--- config.mk ---
export PLATFORM = sky130hd
export DESIGN_NAME = vth_level_detector
export DESIGN_NICKNAME = d
export VERILOG_FILES = /design/src/rtl/vth_level_detector.sv
export SDC_FILE = /design/constraint.sdc
export NUM_CORES = 1
export LEC_CHECK = 0
export BUFFER_PORTS_ARGS = -buffer_cell sky130_fd_sc_hd__buf_2
export CORE_AREA = 2 2 122 136
export CTS_CLUSTER_DIAMETER = 80
export DETAILED_ROUTE_END_ITERATION = 8
export DIE_AREA = 0 0 124 138
export PLACE_DENSITY = 0.84
export SYNTH_ARGS = -nofsm -noshare
export SYNTH_HDL_FRONTEND = slang
export SYNTH_SLANG_ARGS = --single-unit
--- constraint.sdc ---
create_clock -name clk -period 12.31 [get_ports clk]
set_clock_uncertainty 0.2 [all_clocks]
set_input_delay 0.6155 -clock clk [delete_from_list [all_inputs] [get_ports clk]]
set_output_delay 0.6155 -clock clk [all_outputs]
set_load 0.02 [all_outputs]
--- src/rtl/vth_level_detector.sv ---
// Hard-decision read detector: slices voltages into 2-bit levels, checks them against queued written
// levels and accumulates symbol/Gray-bit error counts over a fixed-length run. 1-cycle latency, no backpressure.

module vth_level_fifo #(
    parameter int W     = 2,
    parameter int DEPTH = 16
) (
    input  logic         clk,
    input  logic         reset,
    input  logic         clear,
    input  logic         push,
    input  logic         pop,
    input  logic [W-1:0] wdat,
    output logic [W-1:0] rdat,
    output logic         full,
    output logic         empty
);
    localparam int AW = $clog2(DEPTH);

    logic [W-1:0] mem [DEPTH];
    logic [AW:0]  wr_ptr;
    logic [AW:0]  rd_ptr;
    logic         do_push;
    logic         do_pop;

    assign empty   = (wr_ptr == rd_ptr);
    assign full    = (wr_ptr[AW] != rd_ptr[AW]) && (wr_ptr[AW-1:0] == rd_ptr[AW-1:0]);
    // A full FIFO still takes a write when the head leaves in the same cycle.
    assign do_push = push && (!full || pop);
    assign do_pop  = pop && !empty;
    assign rdat    = mem[rd_ptr[AW-1:0]];

    always_ff @(posedge clk or posedge reset) begin
        if (reset) begin
            wr_ptr <= '0;
            rd_ptr <= '0;
        end else if (clear) begin
            wr_ptr <= '0;
            rd_ptr <= '0;
        end else begin
            if (do_push) wr_ptr <= wr_ptr + 1'b1;
            if (do_pop)  rd_ptr <= rd_ptr + 1'b1;
        end
    end

    always_ff @(posedge clk) begin
        if (do_push && !clear) mem[wr_ptr[AW-1:0]] <= wdat;
    end
endmodule

module vth_level_detector #(
    parameter int VW        = 16,
    parameter int CNT_W     = 32,
    parameter int DEPTH     = 16,
    parameter int N_SAMPLES = 327600
) (
    input  logic             clk,
    input  logic             reset,
    input  logic             start,
    input  logic [VW-1:0]    thr0,
    input  logic [VW-1:0]    thr1,
    input  logic [VW-1:0]    thr2,
    input  logic             wr_valid,
    input  logic [1:0]       wr_level,
    input  logic             rd_valid,
    input  logic [VW-1:0]    rd_voltage,
    output logic             det_valid,
    output logic [1:0]       det_level,
    output logic [CNT_W-1:0] sample_cnt,
    output logic [CNT_W-1:0] sym_err_cnt,
    output logic [CNT_W-1:0] bit_err_cnt,
    output logic             busy,
    output logic             done,
    output logic             overflow,
    output logic             underflow
);
    typedef enum logic [1:0] {S_IDLE, S_RUN, S_DONE} state_t;

    localparam logic [63:0] N_TARGET = 64'(N_SAMPLES);

    state_t         state;
    state_t         state_nxt;
    logic           clear;
    logic           run;
    logic           wr_en;
    logic           rd_en;
    logic           count_ev;
    logic           hit;
    logic [1:0]     lvl_dec;
    logic [1:0]     ref_level;
    logic [1:0]     gray_x;
    logic [1:0]     bit_errs;
    logic           fifo_full;
    logic           fifo_empty;
    logic [CNT_W-1:0] sample_inc;
    logic [CNT_W-1:0] sym_nxt;
    logic [CNT_W:0]   bit_sum;
    logic [CNT_W-1:0] bit_nxt;

    function automatic logic [1:0] gray(input logic [1:0] l);
        return {l[1], l[1] ^ l[0]};
    endfunction

    assign run      = (state == S_RUN);
    assign busy     = run;
    assign done     = (state == S_DONE);
    assign wr_en    = run && wr_valid;
    assign rd_en    = run && rd_valid;
    assign count_ev = rd_en && !fifo_empty;

    // Priority chain keeps a defined answer even when thresholds are not monotone.
    always_comb begin
        lvl_dec = 2'd3;
        if (rd_voltage < thr0)      lvl_dec = 2'd0;
        else if (rd_voltage < thr1) lvl_dec = 2'd1;
        else if (rd_voltage < thr2) lvl_dec = 2'd2;
    end

    vth_level_fifo #(.W(2), .DEPTH(DEPTH)) u_ref_fifo (
        .clk   (clk),
        .reset (reset),
        .clear (clear),
        .push  (wr_en),
        .pop   (rd_en),
        .wdat  (wr_level),
        .rdat  (ref_level),
        .full  (fifo_full),
        .empty (fifo_empty)
    );

    assign gray_x     = gray(lvl_dec) ^ gray(ref_level);
    assign bit_errs   = {1'b0, gray_x[0]} + {1'b0, gray_x[1]};
    assign sample_inc = (&sample_cnt) ? sample_cnt : sample_cnt + 1'b1;
    assign sym_nxt    = ((lvl_dec != ref_level) && !(&sym_err_cnt)) ? sym_err_cnt + 1'b1 : sym_err_cnt;
    assign bit_sum    = {1'b0, bit_err_cnt} + (CNT_W+1)'(bit_errs);
    assign bit_nxt    = bit_sum[CNT_W] ? '1 : bit_sum[CNT_W-1:0];
    assign hit        = (64'(sample_inc) == N_TARGET);

    always_ff @(posedge clk or posedge reset) begin
        if (reset) state <= S_IDLE;
        else       state <= state_nxt;
    end

    always_comb begin
        state_nxt = state;
        clear     = 1'b0;
        case (state)
            S_IDLE, S_DONE: begin
                if (start) begin
                    state_nxt = S_RUN;
                    clear     = 1'b1;
                end
            end
            S_RUN: begin
                if (count_ev && hit) state_nxt = S_DONE;
            end
            default: state_nxt = S_IDLE;
        endcase
    end

    always_ff @(posedge clk or posedge reset) begin
        if (reset) begin
            det_valid   <= 1'b0;
            det_level   <= '0;
            sample_cnt  <= '0;
            sym_err_cnt <= '0;
            bit_err_cnt <= '0;
            overflow    <= 1'b0;
            underflow   <= 1'b0;
        end else begin
            det_valid <= rd_en;
            if (rd_en) det_level <= lvl_dec;
            if (clear) begin
                sample_cnt  <= '0;
                sym_err_cnt <= '0;
                bit_err_cnt <= '0;
                overflow    <= 1'b0;
                underflow   <= 1'b0;
            end else begin
                if (count_ev) begin
                    sample_cnt  <= sample_inc;
                    sym_err_cnt <= sym_nxt;
                    bit_err_cnt <= bit_nxt;
                end
                if (wr_en && fifo_full && !rd_en) overflow <= 1'b1;
                if (rd_en && fifo_empty)          underflow <= 1'b1;
            end
        end
    end
endmodule

==> flow_summary_export.csv <==
group,metric,value,unit
outcome,outcome,"finished clean",
worst_setup_path,cp_cell_sequence,"mux4_2 -> mux4_2 -> xnor2_1 -> xnor2_1 -> fa_1 -> and4b_1 -> nand2_1 -> nor2_1 -> and2_0 -> or3b_2 -> nor2_1 -> nor2_1 -> a311oi_1",
cells_and_area,finalNetCount,1302,
clock_network,cts_tree,"built",
global_route,grt_pass1_wl,39.9,mm
drt,ant_nets,0,
sta,grt_setup_unrepaired,"false",
global_route,antenna_found_initial,2,
power_and_ir_drop,vdd_ir_drop_max,126,uV
place,port_buffers,173,
clock_network,cts_resized,0,
logic_synthesis,synthArstFlopShare,0.779,
sta,worst_slew_margin_rel,0.352,
sta,tightest_slew,0.972,ns
drt,avgRoutedWirePerCell,18.0,um
drt,first_pass_iters,5,
cells_and_area,areaGrowthSynthToFinish,17.4,%
die,dieWidth,124,um
logic_synthesis,synthAdderAreaFrac,0.0740,
power_and_ir_drop,power_leakage,5.04,nW
logic_synthesis,syn_area,0.00923,sq mm
logic_synthesis,synth_top_area_share,0.306,
worst_setup_path,crit_type,"reg2reg",
clock_network,postCtsSetupBuffers,0,
place,hpwl,17.8,mm
logic_synthesis,syn_nets,1152,
logic_synthesis,synth-simple-area-share,0.228,
clock_network,clkLatencyLatePin,0.43,ns
sta,final-max-slew-violation-count,0,
clock_network,clk_path_buf_depth,2,
logic_synthesis,synth_compound_area_frac,0.172,
run,drv_cap,0,
global_route,grt_pass1_vias,8073,
worst_setup_path,worst_ep_arrival_time,5.18,ns
worst_setup_path,endpoint_kind,"register",
worst_setup_path,cp.required,12.45,ns
clock_network,cts_buffers,17,
logic_synthesis,muxShareOfSynthArea,0.0397,
logic_synthesis,synth-seq-cells,145,
logic_synthesis,ys.flop_type,"dfrtp_1",
logic_synthesis,ys_types,73,
die,rows,49,
clock_network,cts.htree.levels,4,
drt,drc_errors,0,
sta,fin_crit_sh,0.410,
cells_and_area,utilization,0.680,
drt,drtIter0Drc,758,
drt,via_count,8766,
worst_setup_path,slowest_delay,0.75,ns
cells_and_area,final_cell_mix,"buf_2 (173), dfrtp_1 (113), nand2_1 (98)",
place,gp_congestion,0.919,
worst_setup_path,startpoint_type,"register",
clock_network,numClockSinks,145,
clock_network,clk_pin_slew_worst_paths,0.06,ns
logic_synthesis,synth_warnings,0,
sta,hold_viol,0,
logic_synthesis,yosysSeqAreaShare,0.410,
logic_synthesis,synth_top_area_cell,"dfrtp_1",
sta,setup_viol,0,
cells_and_area,nFillCells,1286,
logic_synthesis,avgSynthCellArea,8.99,sq um
cells_and_area,post_route_cells_drive_above_1_share,0.198,
worst_setup_path,crit_top_cell,"nor2_1",
die,ioPinCount,174,
global_route,grt_usage,0.293,
sta,fmax,198,MHz
logic_synthesis,synth_edf_count,32,
clock_network,cts_root_buffer,"clkbuf_16",
die,core,0.0159,sq mm
global_route,grt.overflow.total,0,
die,die_h,138,um
worst_setup_path,cp_max_fo,13,
logic_synthesis,syn_inst,1027,
global_route,grt_max_degree,75,
worst_setup_path,critPathSlowestCell,"dfrtp_1",
cells_and_area,final_common_cell,"buf_2",
logic_synthesis,synth_xor_area_frac,0.0237,
min_path,hp-class,"in2async",
logic_synthesis,synth_top_family_by_area,"simple AND/OR/NAND/NOR gates",
logic_synthesis,synth_area_leaders,"dfrtp_1 (31%), edfxtp_1 (10%), ha_1 (7.2%)",
drt,wl,25.1,mm
power_and_ir_drop,fin_total_pwr,1.81,mW
die,start_util,0.579,
power_and_ir_drop,power_density,167,mW/mm^2
drt,vias_per_cell,6.28,
clock_network,hold_buffers,0,
sta,finalCriticalPeriod,5.04,ns
sta,setup_tns,0,ns
die,die_area,0.0171,sq mm
## registers in the layout (all words and copies together), names as in the netlist
signal	count
bit_err_cnt	32
sample_cnt	32
sym_err_cnt	32
u_ref_fifo.mem	32
u_ref_fifo.rd_ptr	5
u_ref_fifo.wr_ptr	5
det_level	2
state	2
det_valid	1
overflow	1
underflow	1
## metal layers
layer,track usage,routed length [um],part of all wire
met1,0.372,9930,0.40
met3,0.0512,1990,0.079
met2,0.497,12500,0.50
met5,0,5,0.00020
met4,0.109,666,0.027
## logic make-up (layout without fill, tap and decap cells)
logic type                 after synthesis  after routing
buffers and inverters                  125            288
muxes                                   24             24
other                                    0              1
AOI/OAI and AO/OA                      249            249
and+or+nand+nor                        405            405
DFF                                    145            145
adders and majority gates               54             54
xor gates and xnor gates                25             25
## cell type report
cell class	instances	area, sq um	area share
inverter	74	280	0.0259
clock buffer	20	478	0.0441
antenna	1	2.50	0.000231
multi-input combinational	757	4990	0.461
sequential	145	3790	0.350
timing repair buffer	182	933	0.0861
clock inverter	12	106	0.00982
tap	204	255	0.0236
## report_power, final
| group | switching (mW) | internal, mW |
|---|---|---|
| registers | 0.105 | 0.559 |
| clock network | 0.209 | 0.300 |
| logic | 0.402 | 0.235 |
## worst max-delay path: cells and delay by family, from the launching register on
| family | cells | cell delay [ns] |
|---|---|---|
| xor gates and xnor gates | 2 | 0.34 |
| muxes | 2 | 1.15 |
| and+or+nand+nor | 7 | 1.79 |
| DFF | 1 | 0.75 |
| AOI/OAI and AO/OA | 1 | 0.23 |
| adders and majority gates | 1 | 0.47 |
## stage by stage
step	area, sq um	hold slack, ns	setup WS (ns)	std cells
finish	10800	0.0104	7.27	1395
global route	10800	0.0705	6.80	1395
CTS	10800	0.0347	7.28	1394
detailed placement	10200	0.266	7.21	1362
global placement	10200	0.259	7.35	1362
floorplan	9230	0.323	7.89	1027
## synth_stat cells, drive strengths merged, types with 13 or more instances
cell type / instances
a21oi: 53
a31oi: 25
and2: 27
and3: 29
and4: 15
clkbuf: 46
dfrtp: 113
edfxtp: 32
ha: 53
inv: 74
mux2i: 13
nand2: 98
nand3: 60
nand4: 39
nor2: 68
nor3: 17
o21ai: 80
o31ai: 15
or4: 13
xnor2: 15
## final timing paths
| path | start | endpoint | slack, ns | cells past startpoint |
|---|---|---|---|---|
| setup / recovery | u_ref_fifo.rd_ptr[0]$_DFFE_PP0P_ | bit_err_cnt[31]$_DFFE_PP0P_ | 7.27 | 13 |
| hold / removal | reset | sym_err_cnt[25]$_DFFE_PP0P_ | 0.01 | 2 |
| setup reg to reg | u_ref_fifo.rd_ptr[0]$_DFFE_PP0P_ | bit_err_cnt[31]$_DFFE_PP0P_ | 7.27 | 13 |
| hold reg to reg | det_level[1]$_DFFE_PP0P_ | det_level[1]$_DFFE_PP0P_ | 0.28 | 2 |
| max in group asynchronous | reset | bit_err_cnt[5]$_DFFE_PP0P_ | 10.54 | 3 |
| min in group clk | det_level[1]$_DFFE_PP0P_ | det_level[1]$_DFFE_PP0P_ | 0.28 | 2 |
No activity file was read; power rests on OpenSTA's default activity.
